**src/rtl/wb_port_arbiter_pkg.sv**
```systemverilog
// Shared writeback-path types: pipeline writeback record, LLU result record and
// the write-port arbiter state encoding.
package riscv_structures;

   localparam int REG_AW = 5;
   localparam int XLEN   = 32;

   typedef struct packed {
      logic [REG_AW-1:0] rd;
      logic              reg_write;
      logic [XLEN-1:0]   data;
   } mem_to_wb_s;

   typedef struct packed {
      logic [REG_AW-1:0] rd;
      logic [XLEN-1:0]   data;
   } llu_wb_s;

   typedef enum logic {
      NORMAL = 1'b0,
      FORCE  = 1'b1
   } wbarb_state_e;

endpackage

```
**src/rtl/wb_port_arbiter_if.sv**
```systemverilog
// Writeback-port bundle: pipeline and LLU result inputs, hazard lookups and the
// register-file write port. The slave modport is the arbiter side.
interface wb_port_arbiter_if;
   import riscv_structures::*;

   mem_to_wb_s        mem_to_wb;
   logic              llu_valid;
   logic [REG_AW-1:0] llu_rd;
   logic [XLEN-1:0]   llu_data;
   logic              llu_ready;
   logic              llu_issue;
   logic [REG_AW-1:0] llu_issue_rd;
   logic [REG_AW-1:0] rs1_addr;
   logic [REG_AW-1:0] rs2_addr;
   logic              rs1_busy;
   logic              rs2_busy;
   logic              stall_pipe;
   logic              rf_we;
   logic [REG_AW-1:0] rf_waddr;
   logic [XLEN-1:0]   rf_wdata;

   modport master (
      output mem_to_wb, llu_valid, llu_rd, llu_data, llu_issue, llu_issue_rd,
             rs1_addr, rs2_addr,
      input  llu_ready, rs1_busy, rs2_busy, stall_pipe, rf_we, rf_waddr, rf_wdata
   );

   modport slave (
      input  mem_to_wb, llu_valid, llu_rd, llu_data, llu_issue, llu_issue_rd,
             rs1_addr, rs2_addr,
      output llu_ready, rs1_busy, rs2_busy, stall_pipe, rf_we, rf_waddr, rf_wdata
   );

endinterface

```
**src/rtl/wb_port_arbiter_scoreboard.sv**
```systemverilog
// Busy scoreboard of pending LLU destinations with one set port, one clear port
// and two combinational read ports. A same-cycle set and clear of one bit keeps it set.
module wb_scoreboard
   import riscv_structures::*;
(
   input  logic              clk,
   input  logic              rst_n,
   input  logic              set_en,
   input  logic [REG_AW-1:0] set_idx,
   input  logic              clr_en,
   input  logic [REG_AW-1:0] clr_idx,
   input  logic [REG_AW-1:0] rd_addr0,
   input  logic [REG_AW-1:0] rd_addr1,
   output logic              rd_busy0,
   output logic              rd_busy1,
   output logic [31:0]       busy
);

   logic [31:0] busy_q;
   logic [31:0] busy_d;

   always_comb begin
      busy_d = busy_q;
      if (clr_en) busy_d[clr_idx] = 1'b0;
      if (set_en) busy_d[set_idx] = 1'b1;
   end

   always_ff @(posedge clk) begin
      if (!rst_n) busy_q <= '0;
      else        busy_q <= busy_d;
   end

   assign rd_busy0 = busy_q[rd_addr0];
   assign rd_busy1 = busy_q[rd_addr1];
   assign busy     = busy_q;

endmodule

```
**src/rtl/wb_port_arbiter.sv**
```systemverilog
// Register-file write-port arbiter between the in-order pipeline and one LLU, with
// starvation forcing and an LLU busy scoreboard. WB_PORT_ARBITER_PERF_EN adds perf counters.
module wb_port_arbiter
   import riscv_structures::*;
#(
   parameter int STARVE_LIMIT = 4,
   parameter int CNT_W        = $clog2(STARVE_LIMIT + 1)
) (
   input  logic              clk,
   input  logic              rst_n,
   wb_port_arbiter_if.slave  bus
`ifdef WB_PORT_ARBITER_PERF_EN
   ,
   output logic [31:0]       perf_conflict,
   output logic [31:0]       perf_force
`endif
);

   wbarb_state_e     state_q, state_d;
   logic [CNT_W-1:0] cnt_q, cnt_d, cnt_inc;
   logic             pipe_wr;
   logic             llu_sel;
   logic             llu_xfer;
   logic [31:0]      sb_busy;
   llu_wb_s          llu_res;

   assign pipe_wr  = bus.mem_to_wb.reg_write && (bus.mem_to_wb.rd != '0);
   assign llu_res  = '{rd: bus.llu_rd, data: bus.llu_data};
   assign cnt_inc  = cnt_q + CNT_W'(1);
   assign llu_xfer = bus.llu_valid && bus.llu_ready;

   always_ff @(posedge clk) begin
      if (!rst_n) begin
         state_q <= NORMAL;
         cnt_q   <= '0;
      end else begin
         state_q <= state_d;
         cnt_q   <= cnt_d;
      end
   end

   // Outputs are forced quiet while reset is held, even if the state is still FORCE.
   always_comb begin
      bus.llu_ready  = 1'b0;
      bus.stall_pipe = 1'b0;
      bus.rf_we      = 1'b0;
      bus.rf_waddr   = bus.mem_to_wb.rd;
      bus.rf_wdata   = bus.mem_to_wb.data;
      llu_sel        = 1'b0;
      state_d        = NORMAL;
      cnt_d          = cnt_q;
      if (rst_n) begin
         if (state_q == FORCE) begin
            bus.stall_pipe = 1'b1;
            llu_sel        = 1'b1;
         end else if (!pipe_wr) begin
            llu_sel        = 1'b1;
         end
         if (llu_sel) begin
            bus.llu_ready = bus.llu_valid;
            bus.rf_we     = bus.llu_valid && (llu_res.rd != '0);
            bus.rf_waddr  = llu_res.rd;
            bus.rf_wdata  = llu_res.data;
         end else begin
            bus.rf_we     = 1'b1;
         end
      end
      if (state_q == NORMAL) begin
         if (llu_xfer || !bus.llu_valid) begin
            cnt_d = '0;
         end else if (pipe_wr) begin
            if (cnt_inc == CNT_W'(STARVE_LIMIT)) begin
               state_d = FORCE;
               cnt_d   = '0;
            end else begin
               cnt_d   = cnt_inc;
            end
         end
      end else begin
         cnt_d = '0;
      end
   end

   wb_scoreboard u_scoreboard (
      .clk      (clk),
      .rst_n    (rst_n),
      .set_en   (bus.llu_issue && (bus.llu_issue_rd != '0)),
      .set_idx  (bus.llu_issue_rd),
      .clr_en   (llu_xfer),
      .clr_idx  (bus.llu_rd),
      .rd_addr0 (bus.rs1_addr),
      .rd_addr1 (bus.rs2_addr),
      .rd_busy0 (bus.rs1_busy),
      .rd_busy1 (bus.rs2_busy),
      .busy     (sb_busy)
   );

`ifdef WB_PORT_ARBITER_PERF_EN
   always_ff @(posedge clk) begin
      if (!rst_n) begin
         perf_conflict <= '0;
         perf_force    <= '0;
      end else begin
         if (bus.llu_valid && pipe_wr && (perf_conflict != '1))
            perf_conflict <= perf_conflict + 32'd1;
         if ((state_q == NORMAL) && (state_d == FORCE) && (perf_force != '1))
            perf_force <= perf_force + 32'd1;
      end
   end
`endif

   // The LLU must hold its result through the forced cycle; WAW on a busy rd is illegal.
   a_force_valid : assert property (@(posedge clk) disable iff (!rst_n)
      (state_q == FORCE) |-> bus.llu_valid)
      else $error("llu_valid dropped during forced LLU writeback");

   a_no_waw : assert property (@(posedge clk) disable iff (!rst_n)
      (pipe_wr && (state_q == NORMAL)) |-> !sb_busy[bus.mem_to_wb.rd])
      else $error("pipeline write to register with pending LLU result");

endmodule
```
**src/flat_wrapper.sv**
```systemverilog
// flat-port wrapper written by rule: the top's interface ports become plain ports
module wb_port_arbiter_flat import riscv_structures::*;
#(
   parameter int STARVE_LIMIT = 4,
   parameter int CNT_W        = $clog2(STARVE_LIMIT + 1)
)
  (clk, rst_n, bus_mem_to_wb, bus_llu_valid, bus_llu_rd, bus_llu_data, bus_llu_issue, bus_llu_issue_rd, bus_rs1_addr, bus_rs2_addr, bus_llu_ready, bus_rs1_busy, bus_rs2_busy, bus_stall_pipe, bus_rf_we, bus_rf_waddr, bus_rf_wdata);
  wb_port_arbiter_if bus_i ();
  input  logic clk;
  input  logic rst_n;
  input wire logic [$bits(bus_i.mem_to_wb)-1:0] bus_mem_to_wb;
  input wire logic [$bits(bus_i.llu_valid)-1:0] bus_llu_valid;
  input wire logic [$bits(bus_i.llu_rd)-1:0] bus_llu_rd;
  input wire logic [$bits(bus_i.llu_data)-1:0] bus_llu_data;
  input wire logic [$bits(bus_i.llu_issue)-1:0] bus_llu_issue;
  input wire logic [$bits(bus_i.llu_issue_rd)-1:0] bus_llu_issue_rd;
  input wire logic [$bits(bus_i.rs1_addr)-1:0] bus_rs1_addr;
  input wire logic [$bits(bus_i.rs2_addr)-1:0] bus_rs2_addr;
  output wire logic [$bits(bus_i.llu_ready)-1:0] bus_llu_ready;
  output wire logic [$bits(bus_i.rs1_busy)-1:0] bus_rs1_busy;
  output wire logic [$bits(bus_i.rs2_busy)-1:0] bus_rs2_busy;
  output wire logic [$bits(bus_i.stall_pipe)-1:0] bus_stall_pipe;
  output wire logic [$bits(bus_i.rf_we)-1:0] bus_rf_we;
  output wire logic [$bits(bus_i.rf_waddr)-1:0] bus_rf_waddr;
  output wire logic [$bits(bus_i.rf_wdata)-1:0] bus_rf_wdata;
  assign bus_i.mem_to_wb = bus_mem_to_wb;
  assign bus_i.llu_valid = bus_llu_valid;
  assign bus_i.llu_rd = bus_llu_rd;
  assign bus_i.llu_data = bus_llu_data;
  assign bus_i.llu_issue = bus_llu_issue;
  assign bus_i.llu_issue_rd = bus_llu_issue_rd;
  assign bus_i.rs1_addr = bus_rs1_addr;
  assign bus_i.rs2_addr = bus_rs2_addr;
  assign bus_llu_ready = bus_i.llu_ready;
  assign bus_rs1_busy = bus_i.rs1_busy;
  assign bus_rs2_busy = bus_i.rs2_busy;
  assign bus_stall_pipe = bus_i.stall_pipe;
  assign bus_rf_we = bus_i.rf_we;
  assign bus_rf_waddr = bus_i.rf_waddr;
  assign bus_rf_wdata = bus_i.rf_wdata;
  wb_port_arbiter #(.STARVE_LIMIT(STARVE_LIMIT), .CNT_W(CNT_W)) u_core (.clk(clk), .rst_n(rst_n), .bus(bus_i));
endmodule
```
**config.mk**
```make
export PLATFORM = sky130hd
export DESIGN_NAME = wb_port_arbiter_flat
export DESIGN_NICKNAME = d
export VERILOG_FILES = /design/src/rtl/wb_port_arbiter_pkg.sv /design/src/rtl/wb_port_arbiter_if.sv /design/src/rtl/wb_port_arbiter_scoreboard.sv /design/src/rtl/wb_port_arbiter.sv /design/src/flat_wrapper.sv
export SDC_FILE = /design/constraint.sdc
export NUM_CORES = 1
export LEC_CHECK = 0
export ABC_AREA = 1
export CAP_MARGIN = 10
export CORE_UTILIZATION = 35
export DETAILED_ROUTE_END_ITERATION = 10
export PLACE_DENSITY = 0.71
export SETUP_SLACK_MARGIN = 0.2
export SLEW_MARGIN = 20
export SYNTH_ARGS = -nofsm -noshare
export SYNTH_HDL_FRONTEND = slang
export SYNTH_HIERARCHICAL = 1
export SYNTH_SLANG_ARGS = --single-unit
```
**constraint.sdc**
```tcl
create_clock -name clk -period 1.91 [get_ports clk]
set_clock_uncertainty 0.1 [all_clocks]
set_input_delay 0.382 -clock clk [delete_from_list [all_inputs] [get_ports clk]]
set_output_delay 0.382 -clock clk [all_outputs]
set_load 0.005 [all_outputs]
```
==> run summary <==
status: finished with violations
failing checks: setup timing
CP max FO: 8
Area after DPL: 4560 µm²
Required @ worst endpoint: 1430 ps
CTS clk-pin slew, worst paths: 70 ps
fmax: 0.492 GHz
pin count of the biggest net entering global routing: 33
RD Place Congestion: 0.960
number of routed nets with antenna violations: 0
post-route setup slack: -124 ps
Slew headroom: 0.675
vias per cell: 5.84
ant diodes: 0
Hold Vio Cnt, Final: 0
#FFs+latches synth: 36
nature of the critical path endpoint: primary output
Internal Dissipation: 1.58 mW
most common cell after layout, fill and taps aside: nand2_1
DR iter-0 viols: 699
Die ar.: 8450 µm²
Synth Area per Inst: 5.68 µm²
H-tree Lvls: 2
Switching Fraction: 0.331
Final setup viols: 38
area share of the largest cell type after synthesis: 0.277
root buffer cell: clkbuf_8
worst setup path class: reg -> out
period utilisation layout: 1.06
number of non-filler instances in the completed layout: 811
post-synth cell types: 21
Lkg Pwr: 2.64 nW
Total GRT Usage: 0.324
Peak supply drop: 0.000346 V
Max Root-Sink Buffers: 2
Pwr Density: 392 nW/µm²
Psw: 783 µW
most frequent cells in the layout: nand2_1 (152), clkdlybuf4s50_1 (73), nand3_1 (49)
Reg power frac: 0.317
placed insts: 757
RSZ-0062 raised after global routing: true
Die Span X: 91.9 µm
Die Height: 91.9 µm
total gr overflow: 0
Pre-antenna DRT Iters: 7
Design Area, Final: 6040 µm²
wire per inst: 19.5 µm
CTS Buf Count: 5
DP HPWL: 8690 µm
CTS tree: built
r2r setup slk: 50 ps
crit path DAT: 1550 ps
fraction of layout cells with a size suffix above 1: 0.501
register area share after synthesis: 0.255
Max Cap Violations: 0
# fillers: 480
Gate Count Post-Synth: 498
initial antenna violation count: 0
Rows: 32
worst skew pair latency: 300 ps
Comb power frac: 0.431
Yosys top cell by area: nand2_1
wirelength, routed: 15800 µm
fin nets: 805
max-slew violations: 0
vias in the first global route: 4280
first-pass GRT wire length: 21600 µm
Clk pwr share: 0.252
DRC viols: 0
worst-margin pin slew: 486 ps
Clock Sinks: 36
top area cells in the synthesized netlist: nand2_1 (28%), dfxtp_1 (25%), nand3_1 (18%)
Worst Hold Class: reg -> reg
CP Launch Type: register
initial core utilization: 0.364
setup_tns: -3180 ps
routed via count: 4736
Yosys warning count: 6
Syn Nets: 594
Syn Std Cell Area: 2830 µm²
min cycle time layout: 2030 ps
IO Pins: 136
port buffer count: 135
Layout area overhead: 114%
Core ar.: 7770 µm²
## repair_timing
item / in CTS / in global routing
cloned: 9 / 0
pin swaps: 96 / 39
resized for setup: 456 / 120
setup buffers: 24 / 14
endpoints found under the setup margin: 74 / 73
hold buffers: 0 / 0
## cell type report
type / count / area (µm²) / area share
timing repair inverter: 1 / 7.51 / 0.00124
sequential: 36 / 810 / 0.134
tap: 102 / 128 / 0.0211
inverter: 32 / 135 / 0.0224
clock buffer: 7 / 96.3 / 0.0159
multi-input combinational: 407 / 2610 / 0.432
timing repair buffer: 226 / 2250 / 0.373
## metrics by stage
step / utilization / worst slack [ps] / total power, mW / hold WS, ps
2_1_floorplan: - / 178 / 1.06 / 361
3_3_place_gp: 0.587 / -774 / 1.53 / 376
3_5_place_dp: 0.587 / -791 / 1.53 / 384
4_1_cts: 0.703 / -73.7 / 2.24 / 366
5_1_grt: 0.778 / -160 / 2.44 / 390
6_report: 0.778 / -124 / 2.37 / 371
## power by group through the flow
stage | clock [mW] | sequential (mW) | combinational (mW)
floorplan | 0 | 0.782 | 0.275
global placement | 0 | 0.785 | 0.742
global route | 0.627 | 0.750 | 1.07
finish | 0.598 | 0.750 | 1.02
CTS | 0.593 | 0.769 | 0.882
detailed placement | 0 | 0.786 | 0.748
## sequential cells by signal, indices dropped and copies added, names as in the netlist
| signal | count |
|---|---|
| u_core/cnt_q | 3 |
| u_core/state_q | 1 |
| u_core/u_scoreboard/busy | 32 |
## critical path: stages, from the launching register on
cell and delay (ps):
dfxtp_2 340, inv_2 70, nand3_4 160, buf_12 180
buf_16 130, buf_12 140, nand3_2 50, nand2_1 50
buf_2 130
## synthesized netlist by cell type
cell type and number:
nand4_1 1, nor2_1 10, inv_1 28, nor3_1 9, inv_2 4, a21oi_1 34
nand3_1 100, buf_6 9, nor3_4 1, buf_2 7, buf_4 2, ha_1 2
dfxtp_1 36, clkbuf_1 4, nor3_2 3, buf_1 1, nand3b_2 1, o21ai_0 35
and2_0 1, nand3_2 1, nand2_1 209
## kinds of logic (layout without fill, tap and decap cells)
kind of cell,count (synthesis),count (layout),synth area share
AO/OA/AOI/OAI,69,69,0.122
adder cells (fa/ha/maj),2,2,0.00884
buffers and inverters,55,266,0.103
flip-flops,36,36,0.255
AND/OR/NAND/NOR,336,336,0.512
## worst paths after layout
path | end | start | depth (start not counted)
max reg2reg | u_core/u_scoreboard/busy[17] | u_core/state_q | 10
max | bus_rf_wdata[28] | u_core/state_q | 8
min | u_core/u_scoreboard/busy[14] | u_core/u_scoreboard/busy[14] | 2
min reg2reg | u_core/u_scoreboard/busy[14] | u_core/u_scoreboard/busy[14] | 2
## metal layers
layer  track usage  share of wire  vias to the layer above
met1         0.394           0.36                     2177
met3        0.0456          0.088                      125
met2         0.570           0.49                      361
met4         0.134          0.067                        0
li1              -              -                     2073
met5             0              0                        -
Power figures use the tool's default switching activity.
==> RTL edit: new RTL, same settings <==
`STARVE_LIMIT` is set to 4 in 2 places; all go to 8.
--- a/src/rtl/wb_port_arbiter.sv
+++ b/src/rtl/wb_port_arbiter.sv
@@ -3,7 +3,7 @@
 module wb_port_arbiter
    import riscv_structures::*;
 #(
-   parameter int STARVE_LIMIT = 4,
+   parameter int STARVE_LIMIT = 8,
    parameter int CNT_W        = $clog2(STARVE_LIMIT + 1)
 ) (
    input  logic              clk,
--- a/src/flat_wrapper.sv
+++ b/src/flat_wrapper.sv
@@ -1,7 +1,7 @@
 // flat-port wrapper written by rule: the top's interface ports become plain ports
 module wb_port_arbiter_flat import riscv_structures::*;
 #(
-   parameter int STARVE_LIMIT = 4,
+   parameter int STARVE_LIMIT = 8,
    parameter int CNT_W        = $clog2(STARVE_LIMIT + 1)
 )
   (clk, rst_n, bus_mem_to_wb, bus_llu_valid, bus_llu_rd, bus_llu_data, bus_llu_issue, bus_llu_issue_rd, bus_rs1_addr, bus_rs2_addr, bus_llu_ready, bus_rs1_busy, bus_rs2_busy, bus_stall_pipe, bus_rf_we, bus_rf_waddr, bus_rf_wdata);
Behaviour: not the same (Yosys sat finds a counterexample within 10 cycles, from zero or initial values and one cycle with rst_n low).
==> RTL edit against the original RTL <==
The flow still finishes with violations (negative setup slack); final cell count fell by 0.86%; combinational power fell by 10%; total power shrank 0.73%; setup slack better by 0.043 ns; sequential cell count is 1 higher; wire length shrank 17%; sequential share of layout area is 0.76 points higher; hold slack lost 0.0069 ns; maximum frequency is 2.2% higher; cell area decreased by 8.0%; count of clock-buffer cells in the layout fell by 2; global-route usage is 4.1 points lower; first-iteration DRC count is 37% lower; synthesized area increased by 2.4%; largest cell class unchanged; highest routed layer unchanged.
==> RTL edit: results (changes against the original RTL) <==
- Status: complete, but fails checks (unchanged)
- Failing checks: negative setup slack (unchanged)
- Ranking of synthesized cells by area: nand2_1, dfxtp_1, nand3_1, a21oi_1, o21ai_0 (was nand2_1, dfxtp_1, nand3_1, o21ai_0, a21oi_1)
- WL/cell: 16.3 um (was 19.5 um)
- Layout cells sized above 1: 40.8% (was 50.1%)
- Syn Inst Count: 503 (was 498)
- Tmin final: 1.99 ns (was 2.03 ns)
- Reg2reg setup slack: -0.03 ns (was 0.05 ns)
- Via count: 4290 (was 4736)
- Sequential fraction of the synthesis area: 25.6% (was 25.5%)
- Synth Area in Compound Gates: 13.2% (was 12.2%)
- Initial antenna violation count: 3 (was 0)
- DR iter-0 viols: 442 (was 699)
- Lkg Pwr: 2.43 nW (was 2.64 nW)
- # fillers: 640 (was 480)
- Peak VDD IR: 0.364 mV (was 0.346 mV)
- Post-Synth Adder-Cell Area: 0.432% (was 0.885%)
- Placer Congestion: 0.903 (was 0.960)
- Hold depth: 2 (unchanged)
- Setup Viol. Count Final: 55 (was 38)
- # nets final: 794 (was 805)
- Worst hold path class: flip-flop to flip-flop (unchanged)
- Hold path start: u_core/u_scoreboard/busy[2] (was u_core/u_scoreboard/busy[14])
- Pre-CTS setup slack: -0.716 ns (was -0.791 ns)
- RR Startpoint: u_core/state_q (unchanged)
- Critical path startpoint: bus_mem_to_wb[35] (was u_core/state_q)
- P_int: 1.64 mW (was 1.58 mW)
- TritonRoute pass-1 iters: 5 (was 7)
- Power Sequential: 789 uW (was 750 uW)
- Setup ws final: -0.0804 ns (was -0.124 ns)
- DP Cell Count: 764 (was 757)
- Worst skew pair latency: 0.28 ns (was 0.30 ns)
- Syn nets: 598 (was 594)
- Crit Reg-Reg Endpoint: u_core/u_scoreboard/busy[20] (was u_core/u_scoreboard/busy[17])
- Vias in the first global route: 3991 (was 4280)
- Drt total wl: 13100 um (was 15800 um)
- Worst Hold Endpoint: u_core/u_scoreboard/busy[2] (was u_core/u_scoreboard/busy[14])
- Placed wire-length estimate: 8350 um (was 8690 um)
- Hold_ws: 0.365 ns (was 0.371 ns)
- Post-Synth XOR/XNOR Area: 0.302% (was 0%)
- Post-synth cell types: 26 (was 21)
- Tot GR Track Use: 28.3% (was 32.4%)
- Comb power frac: 38.9% (was 43.1%)
- Synth async-reset ratio: 0% (unchanged)
- Commonest cells post-synth: nand2_1, nand3_1, dfxtp_1, a21oi_1, o21ai_0 (was nand2_1, nand3_1, dfxtp_1, o21ai_0, a21oi_1)
- Global-route wire length before repair: 19400 um (was 21600 um)
- Final TNS setup: -1.88 ns (was -3.18 ns)
- Sequential share of power: 33.6% (was 31.7%)
- Crit-path max FO: 7 (was 8)
- Crit-path slowest cell: nor2_4 (was dfxtp_2)
- Worst-margin pin slew: 0.484 ns (was 0.486 ns)
- Slowest stage delay, CP: 0.15 ns (was 0.34 ns)
- Worst setup path endpoint: bus_rf_wdata[16] (was bus_rf_wdata[28])
==> RTL edit: logic make-up (layout without fill, tap and decap cells) <==
group | count (synthesis) | in the layout
AND/OR/NAND/NOR | 335 | 335
AO/OA/AOI/OAI | 74 | 74
buffers and inverters | 55 | 251
flip-flops | 37 | 37
adder cells (fa/ha/maj) | 1 | 1
XOR/XNOR | 1 | 1
other | 0 | 3
==> RTL edit: worst max-delay path, delay by kind of cell <==
family                 cells  cell delay [ns]
buffers and inverters      5             0.62
and+or+nand+nor            5             0.50
==> RTL edit: stage by stage <==
stage	utilization, %	instance area (um2)
after floorplan	-	2920
after global placement	59.3	4660
after detailed placement	59.3	4660
after CTS	66.9	5250
after global routing	70.9	5560
final	70.9	5560
==> RTL edit: cell type report <==
cell class / instances / area, um2 / share of cell area [%]
Antenna cell: 3 / 7.51 / 0.135
Clock buffer: 5 / 68.8 / 1.24
Clock inverter: 2 / 35.0 / 0.630
Inverter: 33 / 136 / 2.45
Multi-Input combinational cell: 411 / 2370 / 42.7
Sequential cell: 37 / 787 / 14.2
Tap cell: 102 / 128 / 2.30
Timing Repair Buffer: 210 / 2020 / 36.3
Timing Repair inverter: 1 / 7.51 / 0.135
==> RTL edit: what timing repair did <==
item / 4_1_cts / 5_1_grt
buffers inserted: 14 / 8
pin swaps: 76 / 35
setup endpoints to repair: 74 / 74
cloned: 8 / 0
gates resized for setup: 375 / 76
hold buffers: 0 / 0
==> RTL edit: routing by layer <==
layer,global-route usage (%),wire length [um],up-vias
met5,0,0,-
met4,9.23,381,0
met3,4.15,822,36
met2,50.0,6590,236
met1,35.1,5290,1953
li1,-,-,2065
